$ cat src/rtl/fifo_wr_arbiter.sv
// Round-robin burst arbiter sharing one fifo write port between N_REQ producers.
// A grant lasts for up to MAX_BURST beats. The fifo write signals are driven from the owner.
module fifo_wr_arbiter #(
    parameter int unsigned N_REQ      = 4,
    parameter int unsigned DATA_WIDTH = 8,
    parameter int unsigned MAX_BURST  = 4
) (
    input  logic                          clk,
    input  logic                          rst_n,
    input  logic [N_REQ-1:0]              req,
    input  logic [N_REQ*DATA_WIDTH-1:0]   req_data,
    input  logic [N_REQ-1:0]              req_last,
    output logic [N_REQ-1:0]              ack,
    output logic [N_REQ-1:0]              gnt,
    input  logic                          fifo_full,
    output logic                          fifo_we,
    output logic [DATA_WIDTH-1:0]         fifo_wdata,
    output logic [$clog2(N_REQ)-1:0]      fifo_wsrc
);

    localparam int unsigned ID_WIDTH = $clog2(N_REQ);
    localparam int unsigned CNT_W    = $clog2(MAX_BURST + 1);

    typedef enum logic {
        ST_IDLE,
        ST_BURST
    } state_t;

    state_t                state_q, state_d;
    logic [ID_WIDTH-1:0]   owner_q, owner_d;
    logic [ID_WIDTH-1:0]   rr_last_q, rr_last_d;
    logic [N_REQ-1:0]      gnt_q, gnt_d;
    logic [CNT_W-1:0]      beat_cnt_q, beat_cnt_d;
    logic [ID_WIDTH-1:0]   sel_idx;
    logic                  sel_found;
    logic                  write;
    logic [DATA_WIDTH-1:0] beat [N_REQ];

    // Unpack the flat request data bus into one beat per requester
    for (genvar g = 0; g < N_REQ; g++) begin : g_unpack
        assign beat[g] = req_data[g*DATA_WIDTH +: DATA_WIDTH];
    end

    // Round-robin search starting just after the last granted requester
    always_comb begin
        int unsigned cand;
        cand      = 0;
        sel_found = 1'b0;
        sel_idx   = '0;
        for (int unsigned k = 1; k <= N_REQ; k++) begin
            cand = (32'(rr_last_q) + k) % N_REQ;
            if (!sel_found && req[ID_WIDTH'(cand)]) begin
                sel_found = 1'b1;
                sel_idx   = ID_WIDTH'(cand);
            end
        end
    end

    always_ff @(posedge clk) begin
        if (!rst_n) begin
            state_q    <= ST_IDLE;
            owner_q    <= '0;
            rr_last_q  <= ID_WIDTH'(N_REQ - 1);
            gnt_q      <= '0;
            beat_cnt_q <= '0;
        end else begin
            state_q    <= state_d;
            owner_q    <= owner_d;
            rr_last_q  <= rr_last_d;
            gnt_q      <= gnt_d;
            beat_cnt_q <= beat_cnt_d;
        end
    end

    // Next-state and write-port decode; the write path is combinational from the owner
    always_comb begin
        state_d    = state_q;
        owner_d    = owner_q;
        rr_last_d  = rr_last_q;
        gnt_d      = gnt_q;
        beat_cnt_d = beat_cnt_q;
        write      = 1'b0;
        ack        = '0;
        fifo_we    = 1'b0;
        fifo_wdata = '0;
        fifo_wsrc  = '0;

        case (state_q)
            ST_IDLE: begin
                if (sel_found) begin
                    state_d    = ST_BURST;
                    owner_d    = sel_idx;
                    rr_last_d  = sel_idx;
                    gnt_d      = N_REQ'(1) << sel_idx;
                    beat_cnt_d = '0;
                end
            end
            ST_BURST: begin
                write     = req[owner_q] & ~fifo_full;
                fifo_wsrc = owner_q;
                if (write) begin
                    ack        = N_REQ'(1) << owner_q;
                    fifo_we    = 1'b1;
                    fifo_wdata = beat[owner_q];
                    beat_cnt_d = beat_cnt_q + CNT_W'(1);
                    if (req_last[owner_q] || (beat_cnt_q == CNT_W'(MAX_BURST - 1))) begin
                        state_d    = ST_IDLE;
                        gnt_d      = '0;
                        beat_cnt_d = '0;
                    end
                end else if (!req[owner_q]) begin
                    state_d = ST_IDLE;
                    gnt_d   = '0;
                end
            end
            default: state_d = ST_IDLE;
        endcase
    end

    assign gnt = gnt_q;

endmodule
$ cat config.mk
export PLATFORM = sky130hd
export DESIGN_NAME = fifo_wr_arbiter
export DESIGN_NICKNAME = d
export VERILOG_FILES = /design/src/rtl/fifo_wr_arbiter.sv
export SDC_FILE = /design/constraint.sdc
export NUM_CORES = 1
export LEC_CHECK = 0
export BUFFER_PORTS_ARGS = -buffer_cell sky130_fd_sc_hd__buf_4
export CORE_AREA = 8 8 57 95
export DETAILED_ROUTE_END_ITERATION = 16
export DIE_AREA = 0 0 65 103
export GPL_TIMING_DRIVEN = 0
export SYNTH_ARGS = -nofsm -noshare
export SYNTH_HDL_FRONTEND = slang
export SYNTH_SLANG_ARGS = --single-unit
$ cat constraint.sdc
create_clock -name clk -period 2 [get_ports clk]
set_input_delay 0 -clock clk [delete_from_list [all_inputs] [get_ports clk]]
set_output_delay 0 -clock clk [all_outputs]
set_load 0.02 [all_outputs]
Yosys cells after proc, flatten, opt, wreduce, memory -nomap -nowiden
Index checks and enable logic that the tools add are counted.

storage, ports and cells
  register bits = 12
  bits of input ports = 43
  output and inout bits = 19
  word-level logic and storage cells = 81

cells by class
  add/sub/neg operators = 5
  order comparisons = 6
  equal/unequal tests = 5
  shift-type cells = 2
  mux-type cells = 44
  bitwise operators = 4
  reductions and logical operators = 10

operators by type and width
  cell                                                                     count
  8-bit 2-to-1 mux                                                         4
  4-bit 2-to-1 mux                                                         6
  8-bit binary-select mux with 2-bit select                                1
  1-bit 2-to-1 mux                                                         16
  2-bit by 3-bit < comparator with 1-bit output, second input constant     5
  1-bit binary-select mux with 2-bit select                                6
  2-bit 2-to-1 mux                                                         5
  3-bit 2-to-1 mux                                                         3
  4-bit one-hot mux with 2 select lines                                    1
  1-bit by 2-bit left shift with 4-bit output, first input constant        2
  3-bit by 2-bit inequality test with 1-bit output, second input constant  2
  3-bit one-hot mux with 2 select lines                                    1
  2-bit by 1-bit adder with 2-bit output, second input constant            2
  2-bit adder, second input constant                                       2
  2-bit AND reduction                                                      2
  3-bit by 1-bit adder with 3-bit output, second input constant            1
  3-bit by 2-bit equality test with 1-bit output, second input constant    1
  3-bit >= comparator, second input constant                               1
  1-bit logical AND                                                        3
  1-bit logical NOT                                                        3
  2-bit NOT with 3-bit output                                              1
  3-bit AND reduction                                                      1
  2-bit by 1-bit inequality test with 1-bit output, second input constant  1
  2-bit inequality test, second input constant                             1
  4 further kinds                                                          5

Logic depth before layout (Yosys ltp)
Gate-level depths: netlist of the first run.

  depth after elaboration = 16
  depth in mapped cells = 8
  gate-level depth less buffers = 7

Worst setup path after synthesis of the first run
Ideal clock, no wire load.

  path type = reg-to-output
  from = register owner_q[0]
  to = output ack[1]
  data arrival time = 1614 ps
  required time = 2000 ps
  path slack = 386 ps
  cell stages (with the launch flop) = 9
  buffers on the path = 2
  path through = dfxtp_1 > buf_6 > mux4_2 > nand2_1 > or2_4 > inv_4 > buf_4 > nand2_1 > nor2_1

on the way
  longest elaborated chain between the ends = 5
  elaborated cells between the ends (all ways) = 6
  classes of those cells = shift (1); mux (4); bitwise (1)

RTL lines
  item                                       RTL line  text
  from (decl)                                30        logic [ID_WIDTH-1:0] owner_q, owner_d;
  from (signal assigned)                     68        owner_q <= owner_d;
  1-bit binary-select mux with 2-bit select  99        write = req[owner_q] & ~fifo_full;
  1-bit 2-to-1 mux (not written as such)     99
  1-bit bitwise AND                          99
  4-bit 2-to-1 mux *                         101       if (write) begin
  4-bit 2-to-1 mux *                         88        case (state_q)
  to (decl)                                  13        output logic [N_REQ-1:0] ack,

Mark *: on every way between the ends. The rest lies on a longest branch, timed or not. The select of a mux whose other input is x is not followed.

Worst setup path after layout of the first run
  from = register owner_q[0]
  to = output fifo_wdata[3]

on the way
  longest elaborated chain between the ends = 6
  elaborated cells between the ends (all ways) = 9
  classes of those cells = mux (7); bitwise (2)

RTL lines
  item                                                  RTL line  text
  2-bit NOT with 3-bit output (not written as such)     104       fifo_wdata = beat[owner_q];
  8-bit binary-select mux with 2-bit select             104
  8-bit 2-to-1 mux (not written as such) (2 in series)  104
  8-bit 2-to-1 mux *                                    101
  8-bit 2-to-1 mux *                                    88
  to (decl)                                             17        output logic [DATA_WIDTH-1:0] fifo_wdata,

Marks and branches as above.

==> results.txt, run 1 <==
----------------------------------------------------
[Drt]
  First DRT Iteration DRCs ... 33
  DRC Markers ... 0
  Final ANT Viol Nets ... 0
  Wire length per cell after detailed routing ... about 15 um
  Detailed-route wire length ... between 3 and 4 mm
  Number of iterations in the first detailed-routing pass ... 2
  Via count of the routed design ... 1,107
  DR vias/cell ... around 5

[CTS]
  Maximum clock path buffer count ... 2
  Clock root buffer master ... clkbuf_8
  Clock-pin slew on the worst setup and hold paths ... 0.05 ns
  Worst-skew pair later-pin latency ... roughly 0.24 ns
  Total number of H-tree levels ... 1
  CTS tree ... yes
  # clock sinks ... 12
  CTS Buf Count ... 3

[STA]
  Setup TNS after final layout ... 0 ns
  Worst path setup slack after routing ... 0.1002 ns
  Post-route fraction of the period consumed by the critical path ... 94.99%
  Max-slew headroom at the worst pin ... 68.42%
  Shortest period the worst path allows ... 1.900 ns
  RSZ-0062 raised after global routing ... no
  Total count of hold-check failures in the final report ... 0
  Clock skew after layout ... 0.001626 ns
  Count of final setup violators ... 0
  Fin. max-slew vios ... 0
  Max Clock Freq ... 526.4 MHz
  Measured slew at the worst slew-check pin ... 0.4733 ns

[Critical path]
  Critical path class ... reg -> out
  Source of the worst register-to-register timing path ... owner_q[0]
  Crit path top cell by count ... buf_4
  CP Launch Type ... register
  Worst path buffer plus inverter count ... 4
  Crit path max-delay family ... multiplexers
  Reg2reg end ... beat_cnt_q[0]
  Worst Path Arrival ... about 1.9 ns
  Depth of the critical timing path with buffers and inverters included ... 8
  Crit-path max cell delay ... 0.52 ns
  Library cell contributing the largest single delay on the critical path ... mux4_2
  Crit. End Element ... primary output
  Critical path peak fanout ... 10
  CP Cell Sequence ... buf_6 -> mux4_2 -> nand2_2 -> or2_4 -> inv_4 -> buf_4 -> and2_1 -> buf_4
  Worst endpoint required time ... 2.00 ns
  Register-to-Register Path Depth ... 8
  Register-to-register setup slack ... about 0.37 ns

[Synthesis]
  Portion of the post-synthesis area used by sequential elements ... 23.88%
  Proportion of netlist area held by the largest area contributor ... roughly a quarter
  Largest cells by area after synthesis ... dfxtp_1 (24%), mux4_2 (16%), and2_1 (6.2%), mux4_1 (5.2%), nand2_1 (3.4%)
  Most used flip-flop cell after synthesis ... dfxtp_1
  Mapped Avg Cell Area ... 8.982 um2
  Synth area leader ... dfxtp_1
  Number of library cell types mapped by synthesis ... 41
  Synthesized net count ... 157
  Synthesis-stage register bit count ... 12
  Proportion of synthesized flip-flops having asynchronous set or reset ... 0%
  Cell count after synthesis ... 112
  Combined area of all synthesized cells ... 0.001006 mm2
  Yosys Warn Count ... 0
  Number of flops mapped to enable cells by yosys ... 0

[Final layout]
  Final Net Count ... 226
  Filler Cell Count ... 429
  Layout cell share with drive strength beyond 1 ... roughly half
  Core utilization of the finished layout ... 39.11%
  Area growth from synthesis to layout ... 58.33%
  Antenna cell count ... 0

[Global routing]
  Wire length of the first global-routing pass ... 5.602 mm
  Residual overflow from global routing ... 0
  Pin count of the biggest net entering global routing ... 11
  Overall routing resource usage ... 10.51%
  Vias in the first global route ... about 1,100
  Number of antenna violations at the first check in global routing ... 0

[Power]
  Net load switching power ... 0.0002656 W
  Relative contribution of sequential cells to total power ... 32.3%
  Reported leakage power ... 0.7202 nW
  Gate power share ... 42.6%
  Power per cell area ... 538.5 mW/mm2
  Switch share ... 30.96%
  Clock power frac ... 25.1%
  Worst ir drop on vdd ... 0.2947 mV
  Total internal power ... 0.0005921 W

[Hold path]
  Worst min path class ... in -> reg
  Hold path startpoint ... rst_n
  End point of the worst hold path ... gnt[1]
  Worst Hold Depth ... 3

[Flow run]
  Max-cap check violation count ... 0

[Placed design]
  Final weighted congestion in routability-driven placement ... 0.7709
  I/O Buffers ... a little over 60
  Post-placement worst setup slack ... 0.2217 ns
  Detailed placer's ending HPWL ... between 2 and 3 mm

[Floorplanning]
  Number of primary I/O pins ... 62
  Die area ... 0.006695 mm2
  Placeable core region ... around 0.0041 mm2
  X dimension of the die ... 65 um
  Num rows ... 31
  Height of the die ... just over 100 um
  Starting density of the core ... 24.70%

[Outcome]
  Outcome ... finished clean

----------------------------------------------------
-- cells by family (layout without fill, tap and decap cells) --
| family | Yosys count | in the layout | synth area share [%] |
|---|---|---|---|
| mux | 11 | 11 | 22.89 |
| fa+ha+maj | 2 | 2 | 2.487 |
| flops | 12 | 12 | 23.88 |
| buf+inv | 14 | 81 | 6.841 |
| simple gates | 46 | 46 | 25.50 |
| compound gates | 27 | 27 | 18.41 |
-- what timing repair did --
item | in CTS | in global routing
hold buffers | 0 | 0
setup endpoints to repair | 4 | 9
gates resized for setup | 1 | 1
setup buffers | 0 | 3
cloned | 0 | 0
-- power by group through the flow --
stage                     clock, W  sequential (W)  combinational, W
after floorplan                  0        0.000286          0.000208
after global placement           0        0.000281          0.000354
after detailed placement         0        0.000281          0.000357
after CTS                 0.000220        0.000276          0.000359
after global routing      0.000236        0.000280          0.000402
final                     0.000216        0.000277          0.000365
-- sequential cells by signal, indices dropped and copies added, names as in the netlist --
name        cells
gnt             4
beat_cnt_q      3
owner_q         2
rr_last_q       2
state_q         1
-- synth_stat cells, types with 2 or more instances --
cell      count
nand3_1       4
mux4_1        2
inv_1         6
nand2b_1      3
o22ai_1       2
nand2_1       9
a21oi_1       5
ha_1          2
buf_2         2
o21ai_0       4
nor3b_1       2
o31ai_1       3
dfxtp_1      12
mux2i_1       2
and2_1       10
clkbuf_1      3
nor3_1        2
o21ai_1       3
nor2_1        8
mux4_2        7
-- metal layers --
metal,global-route usage [%],up-vias,part of all wire [%]
met4,3.547,0,0.76
met2,18.92,58,48
li1,-,548,-
met3,4.570,4,11
met5,0,-,0
met1,10.46,497,40
-- through the flow --
step	std cells	hold WS (ns)	area (um2)	total power [W]
final	228	0.05032	1593	0.0008577
after global routing	228	0.06223	1593	0.0009183
after CTS	225	0.05188	1568	0.0008562
after detailed placement	222	0.3017	1525	0.0006382
after global placement	222	0.2985	1525	0.0006348
after floorplan	112	0.1411	1006	0.0004942
-- layout by cell type, fill, tap and decap left out, types with 3 or more instances in the layout --
cell | synthesis | layout
clkbuf_8 | 0 | 3
o31ai_1 | 3 | 3
nand2b_1 | 3 | 3
and2_1 | 10 | 10
buf_4 | 1 | 65
nand2_1 | 9 | 8
a21oi_1 | 5 | 5
mux4_2 | 7 | 7
o21ai_0 | 4 | 4
o21ai_1 | 3 | 3
inv_1 | 6 | 6
nand3_1 | 4 | 4
dfxtp_1 | 12 | 12
nor2_1 | 8 | 8
-- how the worst max path moves through the flow --
stage,from,slack (ns),endpoint
floorplan,owner_q[0],0.39,ack[1]
global placement,owner_q[0],0.20,fifo_wdata[3]
detailed placement,owner_q[0],0.22,fifo_wdata[3]
CTS,owner_q[0],0.04,fifo_wdata[3]
global route,owner_q[0],0.005,fifo_wdata[3]
finish,owner_q[0],0.10,fifo_wdata[3]
-- worst register-to-register path, cell delays in order (launching register included) --
cell,delay [ns]
dfxtp_1,0.32
buf_6,0.12
mux4_2,0.52
nand2_2,0.09
or2_4,0.13
inv_4,0.04
nor2_4,0.15
nand3_1,0.09
o31ai_1,0.09
-- area by class of cell --
cell class | instances | area [um2] | area share [%]
Clock buffer | 3 | 41.29 | 2.592
Buffer | 7 | 41.29 | 2.592
Inverter | 7 | 28.78 | 1.807
Sequential cell | 12 | 240.2 | 15.08
Timing Repair Buffer | 64 | 480.5 | 30.16
Multi-Input combinational cell | 86 | 699.4 | 43.91
Tap cell | 49 | 61.31 | 3.849
Power figures use the tool's default switching activity.
==> run 2, diff against run 1 <==
- MAX_ROUTING_LAYER: unset -> met4
==> results.txt, run 2 (synthesized netlist as in run 1, its figures left out) <==
----------------------------------------------------
[Placed design]
  Detailed placer's ending HPWL ... 2.898 mm (unchanged)
  I/O Buffers ... 61 (unchanged)
  Final weighted congestion in routability-driven placement ... 0.7812 (was 0.7709)
  Placed instance area ... 0.001525 mm2 (unchanged)

[CTS]
  CTS tree ... yes (unchanged)
  Worst-skew pair later-pin latency ... 0.24 ns (about the same)
  Maximum clock path buffer count ... 2 (unchanged)
  Total number of H-tree levels ... 1 (unchanged)
  CTS Buf Count ... 3 (unchanged)
  # clock sinks ... 12 (unchanged)
  Clock root buffer master ... clkbuf_8 (unchanged)
  Clock-pin slew on the worst setup and hold paths ... 0.05 ns (about the same)
  Post-CTS Hold Buffers ... 0 (unchanged)

[Final layout]
  Area of combinational cells with multiple inputs ... 699.4 um2 (unchanged)
  Final instance area ... 0.001593 mm2 (unchanged)
  Max reg flops ... 4 (unchanged)
  Filler Cell Count ... 429 (unchanged)
  Commonest non-fill, non-tap cells in the layout ... buf_4 (65), dfxtp_1 (12), and2_1 (10) (unchanged)
  Area growth from synthesis to layout ... 58.33% (unchanged)
  Layout cell share with drive strength beyond 1 ... 49.16% (unchanged)
  FF/Latch Area ... 240.2 um2 (unchanged)
  Final Net Count ... 226 (unchanged)
  Antenna cell count ... 0 (unchanged)
  Most common library cell in the layout ignoring fill and taps ... buf_4 (unchanged)

[Critical path]
  Critical path peak fanout ... 10 (unchanged)
  Worst endpoint required time ... 2.00 ns (about the same)
  Critical path class ... reg -> out (unchanged)
  CP Launch Type ... register (unchanged)
  Crit. End Element ... primary output (unchanged)
  Worst Path Arrival ... 1.90 ns (about the same)

[Hold path]
  Worst min path class ... in -> reg (unchanged)

[STA]
  Max-slew headroom at the worst pin ... 68.02% (was 68.42%)
  Clock skew after layout ... 0.002926 ns (was 0.001626 ns)
  Count of final setup violators ... 0 (unchanged)
  Measured slew at the worst slew-check pin ... 0.4792 ns (was 0.4733 ns)
  Fin. max-slew vios ... 0 (unchanged)
  Total count of hold-check failures in the final report ... 0 (unchanged)
  Setup TNS after final layout ... 0 ns (unchanged)
  RSZ-0062 raised after global routing ... no (unchanged)
  Post-route fraction of the period consumed by the critical path ... 95.17% (was 94.99%)
  Shortest period the worst path allows ... 1.903 ns (was 1.900 ns)
  Max Clock Freq ... 525.4 MHz (was 526.4 MHz)

[Drt]
  DRC Markers ... 0 (unchanged)
  DR vias/cell ... 4.829 (was 4.855)
  Via count of the routed design ... 1,101 (was 1,107)
  First DRT Iteration DRCs ... 37 (was 33)
  Final ANT Viol Nets ... 0 (unchanged)
  Number of iterations in the first detailed-routing pass ... 4 (was 2)
  Wire length per cell after detailed routing ... 15.00 um (was 15.04 um)
  Detailed-route wire length ... 3.419 mm (was 3.428 mm)

[Power]
  Total power draw ... 0.0008575 W (was 0.0008577 W)
  Worst ir drop on vdd ... 0.2951 mV (was 0.2947 mV)
  Reported leakage power ... 0.7202 nW (unchanged)
  Power per cell area ... 538.4 mW/mm2 (was 538.5 mW/mm2)

[Global routing]
  Wire length of the first global-routing pass ... 5.602 mm (unchanged)
  Vias in the first global route ... 1,128 (was 1,130)
  Overall routing resource usage ... 10.80% (was 10.51%)
  Residual overflow from global routing ... 0 (unchanged)
  Pin count of the biggest net entering global routing ... 11 (unchanged)
  Number of antenna violations at the first check in global routing ... 0 (unchanged)

[Outcome]
  Outcome ... finished clean (unchanged)

[Floorplanning]
  Number of primary I/O pins ... 62 (unchanged)
  Die area ... 0.006695 mm2 (unchanged)
  Height of the die ... 103 um (unchanged)
  Placeable core region ... 0.004073 mm2 (unchanged)
  Num rows ... 31 (unchanged)
  Starting density of the core ... 24.70% (unchanged)
  X dimension of the die ... 65 um (unchanged)

[Flow run]
  Max-cap check violation count ... 0 (unchanged)

----------------------------------------------------
-- run 2: final timing paths --
path                            startpoint            end  depth (start not counted)  slack, ns
worst max-delay path            owner_q[0]  fifo_wdata[3]                          8        0.1
worst min-delay path                 rst_n         gnt[1]                          3       0.05
worst min register to register      gnt[1]         gnt[1]                          2       0.46
worst max register to register  owner_q[0]  beat_cnt_q[0]                          8       0.36
-- run 2: layer usage --
layer	GRT usage (%)	routed length (um)
met2	18.92	1627
met1	10.59	1397
met5	-	0
met3	4.353	365
met4	3.547	29
-- run 2: cell type report --
| cell class | instances | share of cell area, % |
|---|---|---|
| Multi-Input combinational cell | 86 | 43.91 |
| Timing Repair Buffer | 64 | 30.16 |
| Buffer | 7 | 2.592 |
| Inverter | 7 | 1.807 |
| Clock buffer | 3 | 2.592 |
| Sequential cell | 12 | 15.08 |
| Tap cell | 49 | 3.849 |
-- run 2: worst max-delay path, cell delays in order (launching register included) --
cell and delay, ns:
dfxtp_1 0.32, buf_6 0.12, mux4_2 0.52, nand2_2 0.09, or2_4 0.13, inv_4 0.04, buf_4 0.16, and2_1 0.14
buf_4 0.15
-- run 2: where the power goes --
| part | internal (W) | switching [W] | leakage [nW] | total (W) |
|---|---|---|---|---|
| logic | 0.000199 | 0.000166 | 0.600 | 0.000365 |
| clock network | 0.000132 | 0.0000836 | 0.0216 | 0.000216 |
| registers | 0.000261 | 0.0000158 | 0.0986 | 0.000277 |
| total | 0.000592 | 0.000265 | 0.720 | 0.000858 |
-- run 2: timing repair --
action	CTS	global route
gates cloned	0	0
endpoints found under the setup margin	4	9
buffers inserted	0	3
gates resized for setup	1	1
-- run 2: stage by stage --
step | utilization [%] | std cells | setup slack [ns] | hold WS, ns
after global routing | 39.11 | 228 | 0.005387 | 0.06223
after global placement | 37.45 | 222 | 0.2032 | 0.2985
after CTS | 38.49 | 225 | 0.03971 | 0.05188
final | 39.11 | 228 | 0.09665 | 0.05166
after detailed placement | 37.45 | 222 | 0.2217 | 0.3017
after floorplan | - | 112 | 0.3861 | 0.1411
==> run 3, diff against run 2 <==
- PLACE_DENSITY: unset -> 0.58
==> results.txt, run 3 (synthesized netlist as in run 1, its figures left out) <==
----------------------------------------------------
[Outcome]
  Outcome ... finished clean (unchanged)

[Power]
  Switch share ... 29.97% (was 30.95%)
  Worst ir drop on vdd ... 0.3298 mV (was 0.2951 mV)
  Power per cell area ... 563.4 mW/mm2 (was 538.4 mW/mm2)
  Net load switching power ... 0.0002708 W (was 0.0002654 W)
  Clock power frac ... 29.3% (was 25.2%)
  Reported leakage power ... 0.7269 nW (was 0.7202 nW)
  Gate power share ... 40.3% (was 42.6%)
  Relative contribution of sequential cells to total power ... 30.4% (was 32.3%)
  Total internal power ... 0.0006329 W (was 0.0005921 W)

[CTS]
  CTS Buf Count ... 3 (unchanged)
  Maximum clock path buffer count ... 2 (unchanged)
  Clock-pin slew on the worst setup and hold paths ... 0.05 ns (about the same)
  # clock sinks ... 12 (unchanged)
  Total number of H-tree levels ... 1 (unchanged)
  CTS tree ... yes (unchanged)
  Clock root buffer master ... clkbuf_8 (unchanged)
  Worst-skew pair later-pin latency ... 0.24 ns (about the same)

[Drt]
  Wire length per cell after detailed routing ... 15.04 um (was 15.00 um)
  Number of iterations in the first detailed-routing pass ... 3 (was 4)
  Detail Route met2 WL ... 1.604 mm (was 1.627 mm)
  Detailed-route wire length ... 3.444 mm (was 3.419 mm)
  Via count of the routed design ... 1,129 (was 1,101)
  Total met3 wirelength after detailed routing ... 320 um (was 365 um)
  First DRT Iteration DRCs ... 28 (was 37)
  DRC Markers ... 0 (unchanged)
  Final ANT Viol Nets ... 0 (unchanged)
  Wl on met1 ... 1.474 mm (was 1.397 mm)
  Top layer in use ... met4 (unchanged)
  DR vias/cell ... 4.930 (was 4.829)

[Final layout]
  Final Net Count ... 226 (unchanged)
  Area growth from synthesis to layout ... 59.45% (was 58.33%)
  Commonest non-fill, non-tap cells in the layout ... buf_4 (65), dfxtp_1 (12), and2_1 (10) (unchanged)
  Core utilization of the finished layout ... 39.39% (was 39.11%)
  Antenna cell count ... 0 (unchanged)
  Max reg flops ... 4 (unchanged)
  Most common library cell in the layout ignoring fill and taps ... buf_4 (unchanged)
  Layout cell share with drive strength beyond 1 ... 48.89% (was 49.16%)

[Global routing]
  Pin count of the biggest net entering global routing ... 11 (unchanged)
  Number of antenna violations at the first check in global routing ... 0 (unchanged)
  Wire length of the first global-routing pass ... 5.368 mm (was 5.602 mm)
  Residual overflow from global routing ... 0 (unchanged)
  Vias in the first global route ... 1,141 (was 1,128)
  Overall routing resource usage ... 10.38% (was 10.80%)

[Hold path]
  Hold path startpoint ... rst_n (unchanged)
  End point of the worst hold path ... gnt[1] (unchanged)
  Worst Hold Depth ... 3 (unchanged)
  Worst min path class ... in -> reg (unchanged)

[Floorplanning]
  Height of the die ... 103 um (unchanged)
  X dimension of the die ... 65 um (unchanged)
  Die area ... 0.006695 mm2 (unchanged)
  Num rows ... 31 (unchanged)
  Starting density of the core ... 24.70% (unchanged)
  Number of primary I/O pins ... 62 (unchanged)
  Placeable core region ... 0.004073 mm2 (unchanged)

[STA]
  Max-slew headroom at the worst pin ... 69.00% (was 68.02%)
  Measured slew at the worst slew-check pin ... 0.4611 ns (was 0.4792 ns)
  Count of final setup violators ... 0 (unchanged)
  Fin. max-slew vios ... 0 (unchanged)
  Total count of hold-check failures in the final report ... 0 (unchanged)
  Clock skew after layout ... 0.002472 ns (was 0.002926 ns)
  Max Clock Freq ... 523.4 MHz (was 525.4 MHz)
  Shortest period the worst path allows ... 1.910 ns (was 1.903 ns)
  Setup TNS after final layout ... 0 ns (unchanged)
  RSZ-0062 raised after global routing ... no (unchanged)
  Post-route fraction of the period consumed by the critical path ... 95.52% (was 95.17%)

[Critical path]
  Source of the worst register-to-register timing path ... owner_q[0] (unchanged)
  Register-to-Register Path Depth ... 6 (was 8)
  CP Launch Type ... register (unchanged)
  Worst endpoint required time ... 2.00 ns (about the same)
  Critical path peak fanout ... 10 (unchanged)
  Critical path class ... reg -> out (unchanged)
  Worst Path Arrival ... 1.91 ns (was 1.90 ns)
  Crit. End Element ... primary output (unchanged)
  Register-to-register setup slack ... 0.34 ns (was 0.36 ns)
  Reg2reg end ... gnt[0] (was beat_cnt_q[0])

[Placed design]
  I/O Buffers ... 61 (unchanged)
  Detailed placer's ending HPWL ... 2.888 mm (was 2.898 mm)
  Final weighted congestion in routability-driven placement ... 0.8018 (was 0.7812)

[Flow run]
  Max-cap check violation count ... 0 (unchanged)

----------------------------------------------------
-- run 3: power by group through the flow --
stage	registers, W	clock network, W	logic (W)
global placement	0.000280	0	0.000355
finish	0.000275	0.000265	0.000364
global route	0.000279	0.000282	0.000399
CTS	0.000275	0.000269	0.000359
detailed placement	0.000280	0	0.000357
floorplan	0.000286	0	0.000208
-- run 3: area by class of cell --
class                           instances  area, um2
Tap cell                               49      61.31
Timing Repair Buffer                   64      480.5
Buffer                                  7      41.29
Multi-Input combinational cell         86      696.9
Inverter                                7      28.78
Sequential cell                        12      240.2
Clock buffer                            4      55.05
Fill cell                             441       2469
-- run 3: worst max-delay path by stage --
stage / from / endpoint / slack [ns] / depth (start not counted)
2_1_floorplan: owner_q[0] / ack[1] / 0.39 / 8
3_3_place_gp: owner_q[0] / fifo_wdata[2] / 0.20 / 5
3_5_place_dp: owner_q[0] / fifo_wdata[2] / 0.21 / 5
4_1_cts: owner_q[0] / fifo_wdata[2] / 0.04 / 8
5_1_grt: owner_q[0] / fifo_wdata[2] / 0.009 / 8
6_report: owner_q[0] / fifo_wdata[2] / 0.09 / 8
-- run 3: worst max-delay path, stage by stage, from the launching register on --
cell and delay (ns):
dfxtp_1 0.32, buf_6 0.12, mux4_2 0.50, nand2_1 0.10, or2_4 0.14, inv_4 0.04, buf_4 0.15, and2_1 0.15
buf_4 0.15
-- run 3: per-stage QoR --
stage / instances / hold WS (ns) / total power, W / instance area, um2 / setup slack [ns]
after floorplan: 112 / 0.1411 / 0.0004942 / 1006 / 0.3861
after global placement: 222 / 0.3043 / 0.0006348 / 1525 / 0.1978
after detailed placement: 222 / 0.3112 / 0.0006375 / 1525 / 0.2079
after CTS: 226 / 0.05559 / 0.0009033 / 1582 / 0.03651
after global routing: 229 / 0.07199 / 0.0009593 / 1604 / 0.009481
final: 229 / 0.05635 / 0.0009038 / 1604 / 0.08958
-- run 3: per-layer routing --
layer	vias up	global-route usage, %
li1	552	-
met1	514	11.00
met2	58	17.77
met3	5	3.264
met4	0	3.547
met5	-	-
-- run 3: repair_timing --
item,4_1_cts,5_1_grt
cloned,0,0
setup buffers,0,3
resized for setup,1,0
setup endpoints to repair,4,9
hold buffers,0,0
